**config.mk**
```make
export PLATFORM = sky130hd
export DESIGN_NAME = pterm_array_flat
export DESIGN_NICKNAME = d
export VERILOG_FILES = /design/src/rtl/pterm_array_if.sv /design/src/rtl/pterm_array.sv /design/src/flat_wrapper.sv
export SDC_FILE = /design/constraint.sdc
export NUM_CORES = 1
export LEC_CHECK = 0
export ABC_AREA = 0
export CAP_MARGIN = 20
export CORE_ASPECT_RATIO = 1.2
export CORE_MARGIN = 10
export CORE_UTILIZATION = 61
export DETAILED_ROUTE_END_ITERATION = 6
export GPL_ROUTABILITY_DRIVEN = 0
export PLACE_DENSITY = 0.81
export SLEW_MARGIN = 20
export SYNTH_ARGS = -nofsm -noshare
export SYNTH_HDL_FRONTEND = slang
export SYNTH_SLANG_ARGS = --single-unit
```
**constraint.sdc**
```tcl
create_clock -name clk -period 28 [get_ports clk]
set_input_delay 8.4 -clock clk [delete_from_list [all_inputs] [get_ports clk]]
set_output_delay 8.4 -clock clk [all_outputs]
set_load 0.03 [all_outputs]
```
**src/rtl/pterm_array_if.sv**
```systemverilog
// pterm_array_if: serial fuse-load handshake and status between a configuration master and pterm_array
interface pterm_array_if;
    logic cfg_start;
    logic cfg_valid;
    logic cfg_bit;
    logic cfg_ready;
    logic cfg_dout;
    logic armed;

    modport master (output cfg_start, cfg_valid, cfg_bit, input cfg_ready, cfg_dout, armed);
    modport slave  (input cfg_start, cfg_valid, cfg_bit, output cfg_ready, cfg_dout, armed);
endinterface

```
**src/rtl/pterm_array.sv**
```systemverilog
// pterm_array: serially fuse-programmed product-term AND array with registered outputs
// Optional fuse readback on cfg_dout is enabled by defining PTERM_ARRAY_READBACK_EN.
module pterm_array #(
    parameter int NUM_FLB = 16,
    parameter int NUM_UIM = 40,
    parameter int NUM_PT  = 5
) (
    input  logic               clk,
    input  logic               rst,
    pterm_array_if.slave       cfg,
    input  logic [NUM_FLB-1:0] mc_flb,
    input  logic [NUM_UIM-1:0] uim_p,
    output logic [NUM_PT-1:0]  pt
);
    localparam int W  = NUM_FLB + 2 * NUM_UIM;
    localparam int F  = NUM_PT * W;
    localparam int CW = $clog2(F + 1);

    typedef enum logic [1:0] {IDLE, LOAD, ARMED} state_t;

    state_t state, next;
    logic [CW-1:0] cnt;
    logic [F-1:0] fuses;
    logic [W-1:0] vec;
    logic [NUM_PT-1:0] rows;
    logic xfer, last;

    assign cfg.cfg_ready = state == LOAD;
    assign cfg.armed = state == ARMED;
    // A start pulse wins over a coincident transfer, which is then dropped.
    assign xfer = cfg.cfg_valid && cfg.cfg_ready && !cfg.cfg_start;
    assign last = xfer && cnt == CW'(F - 1);

    // Next-state: start always (re)enters LOAD; the final transfer arms the array.
    always_comb begin
        next = state;
        if (cfg.cfg_start)
            next = LOAD;
        else if (last)
            next = ARMED;
    end

    // State register.
    always_ff @(posedge clk or posedge rst)
        if (rst)
            state <= IDLE;
        else
            state <= next;

    // Transfer counter, wraps to 0 when the map is complete.
    always_ff @(posedge clk or posedge rst)
        if (rst)
            cnt <= '0;
        else if (cfg.cfg_start)
            cnt <= '0;
        else if (xfer)
            cnt <= last ? '0 : cnt + 1'b1;

    // Fuse chain shifts toward index 0 so the first bit sent lands at index 0.
    always_ff @(posedge clk or posedge rst)
        if (rst)
            fuses <= '0;
        else if (xfer)
            fuses <= {cfg.cfg_bit, fuses[F-1:1]};

    for (genvar c = 0; c < NUM_FLB; c++) begin : g_flb
        assign vec[c] = mc_flb[c];
    end
    for (genvar i = 0; i < NUM_UIM; i++) begin : g_uim
        assign vec[NUM_FLB + 2*i]     = uim_p[i];
        assign vec[NUM_FLB + 2*i + 1] = ~uim_p[i];
    end

    // A set fuse forces its term input to 1, so each row ANDs only connected inputs.
    always_comb begin
        rows = '0;
        for (int r = 0; r < NUM_PT; r++)
            rows[r] = &(fuses[r*W +: W] | vec);
    end

    // Product terms register only while armed and not being restarted.
    always_ff @(posedge clk or posedge rst)
        if (rst)
            pt <= '0;
        else
            pt <= (state == ARMED && !cfg.cfg_start) ? rows : '0;

`ifdef PTERM_ARRAY_READBACK_EN
    // The fuse leaving the chain emerges on cfg_dout, so a reload reads the old map in order.
    always_ff @(posedge clk or posedge rst)
        if (rst)
            cfg.cfg_dout <= 1'b0;
        else if (xfer)
            cfg.cfg_dout <= fuses[0];
`else
    assign cfg.cfg_dout = 1'b0;
`endif
endmodule

```
**src/flat_wrapper.sv**
```systemverilog
// flat-port wrapper written by rule: the top's interface ports become plain ports
module pterm_array_flat 
#(
    parameter int NUM_FLB = 16,
    parameter int NUM_UIM = 40,
    parameter int NUM_PT  = 5
)
  (clk, rst, mc_flb, uim_p, pt, cfg_cfg_start, cfg_cfg_valid, cfg_cfg_bit, cfg_cfg_ready, cfg_cfg_dout, cfg_armed);
  pterm_array_if cfg_i ();
  input  logic clk;
  input  logic rst;
  input  logic [NUM_FLB-1:0] mc_flb;
  input  logic [NUM_UIM-1:0] uim_p;
  output logic [NUM_PT-1:0] pt;
  input wire logic [$bits(cfg_i.cfg_start)-1:0] cfg_cfg_start;
  input wire logic [$bits(cfg_i.cfg_valid)-1:0] cfg_cfg_valid;
  input wire logic [$bits(cfg_i.cfg_bit)-1:0] cfg_cfg_bit;
  output wire logic [$bits(cfg_i.cfg_ready)-1:0] cfg_cfg_ready;
  output wire logic [$bits(cfg_i.cfg_dout)-1:0] cfg_cfg_dout;
  output wire logic [$bits(cfg_i.armed)-1:0] cfg_armed;
  assign cfg_i.cfg_start = cfg_cfg_start;
  assign cfg_i.cfg_valid = cfg_cfg_valid;
  assign cfg_i.cfg_bit = cfg_cfg_bit;
  assign cfg_cfg_ready = cfg_i.cfg_ready;
  assign cfg_cfg_dout = cfg_i.cfg_dout;
  assign cfg_armed = cfg_i.armed;
  pterm_array #(.NUM_FLB(NUM_FLB), .NUM_UIM(NUM_UIM), .NUM_PT(NUM_PT)) u_core (.clk(clk), .rst(rst), .cfg(cfg_i), .mc_flb(mc_flb), .uim_p(uim_p), .pt(pt));
endmodule
```
# Word-level counts from Yosys, hierarchy flattened
# Cells that the tools add are included.
[op_classes]
reduce_logical = 12
add_sub_neg = 1
mux = 6
n_bitwise = 45
n_eq_ne = 3
[op_table]
columns = ["cell", "count"]
rows = [
  ["$or 96x96->96", 5],
  ["$reduce_and 96->1", 5],
  ["$not 1->1", 40],
  ["$mux 9", 3],
  ["$add 9x1->9 const B", 1],
  ["$eq 9x9->1 const B", 1],
  ["$mux 5", 1],
  ["$logic_and 1x1->1", 4],
  ["$mux 2", 2],
  ["$reduce_bool 2->1", 2],
  ["$eq 2x1->1 const B", 1],
  ["$eq 2x2->1 const B", 1],
  ["$logic_not 1->1", 1],
]
[totals]
ff_bits = 496
output_inout_bits = 8
input_bits = 61
wordCells = 71

# Longest topological paths before layout
# Gate-level depths: netlist (run 1).
[logic_depth]
word_depth = 7
ltp_mapped = 9

# Least setup slack after synthesis (run 1)
# OpenSTA, ideal clock, no wires.
[synth_path]
kind = "input-to-reg"
start = "input cfg_cfg_valid"
end = "register u_core.state[0]"
arrival_ns = 9.505
setup_time_ns = 0.118
path_slack_ns = 18.377
required_ns = 27.882
cell_stages = 6
cell_sequence = "and3b_1 > buf_4 > nand2b_1 > clkbuf_1 > or4_4 > a21o_1"
[synth_via]
elab_chain_len = 4
[synth_rtl]
columns = ["element", "line", "text"]
rows = [
  ["from (decl)", "flat_wrapper.sv:16", "input wire logic [$bits(cfg_i.cfg_valid)-1:0] cfg_cfg_valid;"],
  ["$logic_and 1x1->1 (2 in series)", "pterm_array.sv:31", "assign xfer = cfg.cfg_valid && cfg.cfg_ready && !cfg.cfg_start;"],
  ["$logic_and 1x1->1", "pterm_array.sv:32", "assign last = xfer && cnt == CW'(F - 1);"],
  ["$reduce_bool 2->1 (no source line)", "-", ""],
  ["to (signal assigned)", "pterm_array.sv:48", "state <= next;"],
  ["to (decl)", "pterm_array.sv:21", "state_t state, next;"],
]
# Every way passes these cells.
# A chain may end at the register's enable or synchronous reset.

# Final worst setup path (run 1)
[layout_path]
start = "input cfg_cfg_start"
end = "register u_core.fuses[210]"
[layout_via]
elab_chain_len = 2
[layout_rtl]
columns = ["element", "line", "text"]
rows = [
  ["from (decl)", "flat_wrapper.sv:15", "input wire logic [$bits(cfg_i.cfg_start)-1:0] cfg_cfg_start;"],
  ["$logic_not 1->1", "pterm_array.sv:31", ""],
  ["$logic_and 1x1->1", "pterm_array.sv:31", ""],
  ["to (signal assigned)", "pterm_array.sv:64", "fuses <= {cfg.cfg_bit, fuses[F-1:1]};"],
  ["to (decl)", "pterm_array.sv:23", "logic [F-1:0] fuses;"],
]
# Every way passes these cells.

==> reports/results.ini, run 1 <==
[yosys]
synth_top_family_by_area = simple AND/OR/NAND/NOR gates
synth_area_per_cell_um2 = 8.68
seq_area_frac_synth = 0.575
yosys_warnings = 0
synth-compound-area-share = 0.0303
synth-main-ff-cell = dfrtp_1
synth.distinct_cells = 37
synth_mux_area_frac = 0.0758
syn_area_um2 = 21600
synth_area_leader_cell = dfrtp_1
synth_xor_area_frac = 0.00243
async_flop_share = 1.00
synthAdderAreaFrac = 0.000580
yosys.area_share.simple = 0.279
syn_inst = 2488
synth_area_leaders = dfrtp_1, nand2_1, mux2i_1
synth-seq-cells = 496
synth_edf_count = 0
synth_fp_nets = 2550
yosys.area.top_type_share = 0.575

[floorplanning]
num_rows = 75
initial_core_util = 0.617
die_y_um = 226
fp.coreArea_um2 = 35000
dieWidth_um = 192
die-area_um2 = 43300
io_pins = 69

[timing]
skew_ns = 0.0132
hold_viol = 0
fin_tns_setup_ns = 0
rsz0062_at_grt = no
relSlewSlack = 0.239
hold_ws_ns = 0.481
period_needed_ns = 12.30
worstMarginPinSlew_ns = 1.14
period_share = 0.439
layout_setup_ws_ns = 15.70
slew_viol_final = 0
setup_viol = 0
max_freq_mhz = 81.3

[layout]
final_layout_size_suffix_gt1_frac = 0.0380
layout_commonest_cell = nand2_1
final_cell_mix = nand2_1, dfrtp_1, mux2i_1
fill_cells = 2606
final_area_um2 = 23900
stdcell_count = 2964
final_util = 0.682
synthToLayoutAreaGrowth_pct = 10.6
diodes = 0
nets = 2529

[route]
final_antenna_net_count = 0
drc = 0
dr.pass1.iters = 5
wirelength_mm = 63.9
drtIter0Drc = 2486
vias = 17500
wire_per_inst_um = 21.6
vias_per_cell = 5.92

[clock_tree]
worstSkewPairLatency_ns = 0.57
cts_made_buffers = 48
clock_path_buffers = 3
postCtsSetupBuffers = 0
cts.repair.resized = 0
cts_hold_buf = 0
root_buffer = clkbuf_16
cts_tree = built
cts.clk_slew.worst_paths_ns = 0.06
cts.sinks = 496
h-tree-depth = 2

[placed_design]
placed_area_um2 = 22300
pre_cts_ws_ns = 15.23
portBuffers = 67
dpl.hpwl_mm = 43.4
dp_cells = 2879

[power_and_ir_drop]
p_per_area_nw_per_um2 = 63.3
ir_drop_uv = 60.4
power_mw = 1.51
power.leakage_nw = 13.1

[worst_setup_path]
cpMaxStageDelayCell = buf_4
cpLargestDelayFamily = buffers and inverters
criticalPathCategory = input port to flip-flop
critical_path_arrival_ns = 12.81
start_kind = input port
path_cells = clkdlybuf4s50_1 > nand2b_4 > buf_12 > buf_4 > buf_4 > nand2_1 > nand2_1
reg2regPathDepth = 7
path_depth = 7
endpoint_kind = flip-flop
cp_max_fo = 221
crit_path_max_incr_delay_ns = 0.96
crit_required_ns = 28.51
path_buf_inv = 4

[global_route]
grt_pass1_wl_mm = 97.8
track_usage = 0.295
grt_pass1_vias = 17000
overflow = 0
grt_antenna_before_repair = 2
grt_max_degree = 260

[job]
cap_violations = 0

[hold_path]
hold_path_class = flip-flop to flip-flop
holdPathStages = 2

[outcome]
outcome = completed

[state kept, by name, summed over array words and instances (netlist names)]
name and flops:
u_core.state 2, u_core.pt 5, u_core.fuses 480, u_core.cnt 9
[path summary, 6_finish.rpt]
path	startpoint	endpoint	slack, ns
max in group asynchronous	rst	u_core.fuses[156]	17.22
min in group asynchronous	rst	u_core.fuses[408]	8.38
worst min-delay path	u_core.fuses[0]	u_core.fuses[0]	0.48
worst min register to register	u_core.fuses[0]	u_core.fuses[0]	0.48
worst max register to register	u_core.state[0]	u_core.fuses[210]	23.71
worst max-delay path	cfg_cfg_start	u_core.fuses[210]	15.70
[cells by family after synthesis]
group / after synthesis
adder cells (fa/ha/maj): 1
buffers and inverters: 178
flip-flops: 496
other: 1
XOR/XNOR: 6
AND/OR/NAND/NOR: 1546
AO/OA/AOI/OAI: 97
multiplexers: 163
[power by group]
part           total (mW)  internal (mW)  switching [mW]  leakage [nW]
Sequential          0.747          0.733          0.0143          6.91
Clock               0.666          0.389           0.278         0.788
Combinational      0.0990         0.0258          0.0732          5.41
Total                1.51           1.15           0.365          13.1
[cell usage after synthesis (2+ instances only)]
cell type / n
o211ai_1: 3
o22a_1: 9
nand4_1: 14
o2111ai_1: 3
buf_4: 2
nor2_1: 28
o221ai_1: 11
dfrtp_1: 496
clkbuf_1: 49
nor4_1: 40
xnor2_1: 2
o22ai_1: 51
nor3_1: 17
inv_1: 28
a21oi_1: 4
xor2_1: 4
nand2_1: 1428
nand3_1: 6
o21ai_0: 13
buf_2: 98
mux2i_1: 159
a221oi_1: 2
nand2b_1: 4
mux2_2: 4
[metal layers]
metal	track usage	part of all wire	wire length, um	up-vias
li1	-	-	-	7844
met1	0.359	0.36	22900	8501
met2	0.454	0.46	29200	936
met3	0.0579	0.093	5970	257
met4	0.233	0.091	5800	4
met5	0	0.00031	20	-
[worst min-delay path, cell delays in order (launching register included)]
cell	delay (ns)
dfrtp_1	0.34
nand2_1	0.05
nand2_1	0.06
[cell type report]
class	count	area (um2)	share of cell area
sequential	496	12400	0.520
multi-input combinational	1814	8390	0.351
inverter	28	113	0.00472
timing repair buffer	79	793	0.0332
clock inverter	15	208	0.00870
clock buffer	70	1390	0.0580
tap	462	578	0.0242
Power figures use the tool's default switching activity.
==> run 2, diff against run 1 <==
clock period = 12.6 ns   (was 28 ns; I/O delays follow)
==> run 2 against run 1 <==
Net effect: largest power group unchanged; register-to-register slack worse by 14 ns; wire length is 3.6% higher; final area increased by 0.65%; worst hold slack lost 0.0023 ns; combinational power rose by 130%; flip-flop and latch count unchanged; global-route usage is 0.95 points higher.
==> reports/results.ini, run 2 (same netlist as run 1, synthesis figures left out) <==
[floorplanning]
initial_core_util = 0.617
die_y_um = 226
num_rows = 75
fp.coreArea_um2 = 35000
io_pins = 69
die-area_um2 = 43300
dieWidth_um = 192

[timing]
skew_ns = 0.0225
hold_viol = 0
period_needed_ns = 6.42
worstMarginPinSlew_ns = 1.26
fin_tns_setup_ns = 0
slew_viol_final = 0
rsz0062_at_grt = no
period_share = 0.510
relSlewSlack = 0.149
max_freq_mhz = 156
setup_viol = 0

[clock_tree]
cts.clk_slew.worst_paths_ns = 0.06
cts.repair.resized = 0
cts_tree = built
root_buffer = clkbuf_16
clock_path_buffers = 3
worstSkewPairLatency_ns = 0.58
cts.sinks = 496
postCtsSetupBuffers = 0
cts_made_buffers = 48
cts_hold_buf = 0
h-tree-depth = 2

[power_and_ir_drop]
power.leakage_nw = 13.2
ir_drop_uv = 92.5
power_mw = 3.43
p_per_area_nw_per_um2 = 143

[worst_setup_path]
endpoint_kind = flip-flop
cp_max_fo = 108
crit_path_max_incr_delay_ns = 0.94
critical_path_arrival_ns = 6.93
cpMaxStageDelayCell = buf_4
path_cells = clkdlybuf4s50_1 > nand2b_4 > buf_4 > buf_4 > nand2_1 > nand2_1
start_kind = input port
crit_required_ns = 13.10
criticalPathCategory = input port to flip-flop

[route]
final_antenna_net_count = 0
drtIter0Drc = 2641
wire_per_inst_um = 22.3
drc = 0
dr.pass1.iters = 7
vias = 17700
wirelength_mm = 66.2
vias_per_cell = 5.98

[layout]
final_layout_size_suffix_gt1_frac = 0.0423
multi_input_area_um2 = 8390
fill_cells = 2541
nets = 2533
layout_commonest_cell = nand2_1
final_area_um2 = 24000
final_cell_mix = nand2_1, dfrtp_1, mux2i_1
largestRegisters = u_core.fuses x480, u_core.cnt x9, u_core.pt x5
synthToLayoutAreaGrowth_pct = 11.3
largest_reg_flops = 480
diodes = 0
max_flop_register = u_core.fuses
seq_area_um2 = 12400

[hold_path]
hold_path_class = flip-flop to flip-flop

[global_route]
grt_pass1_wl_mm = 101
grt_pass1_vias = 17200
grt_antenna_before_repair = 1
overflow = 0
track_usage = 0.305
grt_max_degree = 277

[placed_design]
portBuffers = 67
dpl.hpwl_mm = 43.6
placed_area_um2 = 22300

[outcome]
outcome = completed

[job]
cap_violations = 0

==> run 2: cell count changes in the layout (fill, tap and decap cells not counted), sizes merged <==
cell / previous run / this run
bufinv: 5 / 8
buf: 12 / 16
clkinv: 8 / 14
clkbuf: 70 / 63
inv: 30 / 27
clkinvlp: 0 / 1
==> run 2: final timing paths <==
kind | cells after the start | slack [ns] | end | start
min in group asynchronous | 3 | 3.67 | u_core.fuses[456] | rst
hold / removal | 2 | 0.48 | u_core.fuses[136] | u_core.fuses[137]
setup reg to reg | 7 | 9.45 | u_core.fuses[77] | u_core.state[1]
setup / recovery | 6 | 6.18 | u_core.fuses[210] | cfg_cfg_start
hold reg to reg | 2 | 0.48 | u_core.fuses[136] | u_core.fuses[137]
max in group asynchronous | 5 | 7.23 | u_core.fuses[83] | rst
==> run 2: metal layers <==
layer  vias up  track usage  wire length (um)  part of all wire
met5         -            0                13           0.00020
met4         2        0.224              5780             0.087
met3       308       0.0681              6410             0.097
met2       980        0.463             29900              0.45
met1      8606        0.377             24100              0.36
li1       7844            -                 -                 -
==> run 2: power breakdown <==
| group | leakage (nW) | total, mW | internal (mW) | switching (mW) |
|---|---|---|---|---|
| Combinational | 5.44 | 0.226 | 0.0599 | 0.166 |
| Sequential | 6.91 | 1.66 | 1.63 | 0.0365 |
| Clock | 0.836 | 1.54 | 0.920 | 0.623 |
| Total | 13.2 | 3.43 | 2.61 | 0.826 |
==> run 2: layout make-up <==
cell class,count,share of cell area
multi-input combinational,1814,0.349
timing repair buffer,83,0.0364
sequential,496,0.516
inverter,28,0.00453
tap,462,0.0240
clock inverter,22,0.0129
clock buffer,63,0.0565
==> run 2: metrics by stage <==
step	instances	setup WS (ns)	utilization	hold WS, ns
2_1_floorplan	2488	2.09	-	0.447
3_3_place_gp	2881	5.76	0.637	0.462
3_5_place_dp	2881	5.72	0.637	0.475
4_1_cts	2966	6.27	0.685	0.485
5_1_grt	2968	6.03	0.687	0.501
6_report	2968	6.18	0.687	0.479
==> run 2: worst max-delay path, delay by kind of cell <==
kind          cells  cell delay (ns)
simple gates      3             0.55
buf+inv           3             2.43
==> run 3, diff against run 2 <==
CORE_UTILIZATION = 55   (was 61)
PLACE_DENSITY = 0.77   (was 0.81)
clock period = 5.5 ns   (was 12.6 ns; I/O delays follow)
==> run 3 against run 2 <==
Net effect: worst hold slack better by 0.011 ns; count of clock-buffer cells in the layout is 1 higher; cell count rose by 3.0%; utilization shrank 5.8 points; total power up 130%; global-route usage is 3.0 points lower; clock power increased by 130%; sequential share of layout area decreased by 0.69 points; non-clock buffer count up 20; wire length is 0.25% higher; highest routed layer is now met4.
==> reports/results.ini, run 3 (same netlist as run 1, synthesis figures left out) <==
[outcome]
outcome = completed

[layout]
nets = 2553
fill_cells = 3071
largestRegisters = u_core.fuses x480, u_core.cnt x9, u_core.pt x5
layout_commonest_cell = nand2_1
max_flop_register = u_core.fuses
synthToLayoutAreaGrowth_pct = 12.8
largest_reg_flops = 480
diodes = 0
final_layout_size_suffix_gt1_frac = 0.0522
final_cell_mix = nand2_1, dfrtp_1, mux2i_1

[timing]
hold_viol = 0
hold_ws_ns = 0.490
setup_viol = 0
fin_tns_setup_ns = 0
worstMarginPinSlew_ns = 0.982
period_needed_ns = 3.49
skew_ns = 0.0290
relSlewSlack = 0.344
slew_viol_final = 0
max_freq_mhz = 286
period_share = 0.635
rsz0062_at_grt = no

[clock_tree]
cts_made_buffers = 48
cts_tree = built
postCtsSetupBuffers = 0
h-tree-depth = 2
cts.clk_slew.worst_paths_ns = 0.07
root_buffer = clkbuf_16
cts.repair.resized = 0
cts_hold_buf = 0
cts.sinks = 496
worstSkewPairLatency_ns = 0.58
clock_path_buffers = 3

[route]
drtIter0Drc = 2091
dr.pass1.iters = 7
drc = 0
vias_per_cell = 5.82
wirelength_mm = 66.3
wire_per_inst_um = 21.7
vias = 17800
final_antenna_net_count = 0

[power_and_ir_drop]
p_sw_mw = 1.90
combPwrFrac = 0.068
p_clk_frac = 0.447
intPower_mw = 5.94
p_per_area_nw_per_um2 = 322
ir_drop_uv = 212
p_sw_frac = 0.243
power.leakage_nw = 13.3
p_seq_frac = 0.486

[global_route]
grt_antenna_before_repair = 0
track_usage = 0.275
grt_max_degree = 137
grt_pass1_wl_mm = 102
grt_pass1_vias = 17200
overflow = 0

[worst_setup_path]
cpMaxStageDelayCell = clkdlybuf4s50_1
crit_required_ns = 5.96
criticalPathCategory = input port to flip-flop
path_cells = clkdlybuf4s50_1 > mux2i_1 > nor4_1 > nand4_1 > nor4bb_1
critical_path_arrival_ns = 3.95
endpoint_kind = flip-flop
cp_max_fo = 6
crit_path_max_incr_delay_ns = 0.95
start_kind = input port

[floorplanning]
die-area_um2 = 47600
fp.coreArea_um2 = 38700
die_y_um = 237
dieWidth_um = 201
initial_core_util = 0.557
io_pins = 69
num_rows = 79

[hold_path]
hold_path_class = flip-flop to flip-flop

[placed_design]
dpl.hpwl_mm = 46.9
portBuffers = 67

[job]
cap_violations = 0

-- run 3: cell count changes in the layout (fill, tap and decap cells not counted), sizes merged --
| cell | delta |
|---|---|
| clkinvlp | +3 |
| inv | +1 |
| buf | +20 |
| bufinv | -2 |
| clkinv | +1 |
| clkbuf | +1 |
-- run 3: worst max-delay path, delay by kind of cell --
kind / cells / cell delay (ns)
AND/OR/NAND/NOR: 3 / 1.10
buffers and inverters: 1 / 0.95
multiplexers: 1 / 0.24
-- run 3: per-stage QoR --
step	cell area, um2	std cells	total power [mW]	setup WS (ns)	utilization
after floorplan	21600	2488	4.17	-2.88	-
after global placement	22700	2967	4.38	1.50	0.585
after detailed placement	22700	2967	4.39	1.48	0.585
after CTS	24400	3056	7.84	1.99	0.629
after global routing	24400	3056	8.05	1.96	0.629
final	24400	3056	7.84	2.01	0.629
-- run 3: layer usage --
layer / wire (um) / up-vias / global-route usage
li1: - / 7891 / -
met1: 24600 / 8598 / 0.336
met2: 29800 / 1024 / 0.424
met3: 6010 / 280 / 0.0552
met4: 6000 / 0 / 0.216
met5: 0 / - / 0
-- run 3: power groups by stage --
stage          Clock (mW)  Combinational, mW  Sequential, mW
2_1_floorplan           0              0.322            3.85
3_3_place_gp            0              0.511            3.87
3_5_place_dp            0              0.520            3.87
4_1_cts              3.52              0.523            3.80
5_1_grt              3.67              0.565            3.81
6_report             3.50              0.530            3.81
-- run 3: final timing paths --
check	from	to	slack (ns)	depth (start not counted)
worst max-delay path	uim_p[22]	u_core.pt[2]	2.01	5
worst min-delay path	u_core.fuses[308]	u_core.fuses[307]	0.49	2
worst max register to register	u_core.state[1]	u_core.fuses[69]	3.17	6
worst min register to register	u_core.fuses[308]	u_core.fuses[307]	0.49	2
max in group asynchronous	rst	u_core.fuses[184]	2.76	3
min in group asynchronous	rst	u_core.fuses[401]	1.61	2
-- run 3: layout make-up --
| cell class | instances | area [um2] | share of cell area |
|---|---|---|---|
| multi-input combinational | 1814 | 8390 | 0.345 |
| inverter | 28 | 109 | 0.00447 |
| timing repair buffer | 103 | 1100 | 0.0453 |
| sequential | 496 | 12400 | 0.509 |
| tap | 526 | 658 | 0.0270 |
| clock buffer | 64 | 1380 | 0.0567 |
| clock inverter | 25 | 305 | 0.0125 |
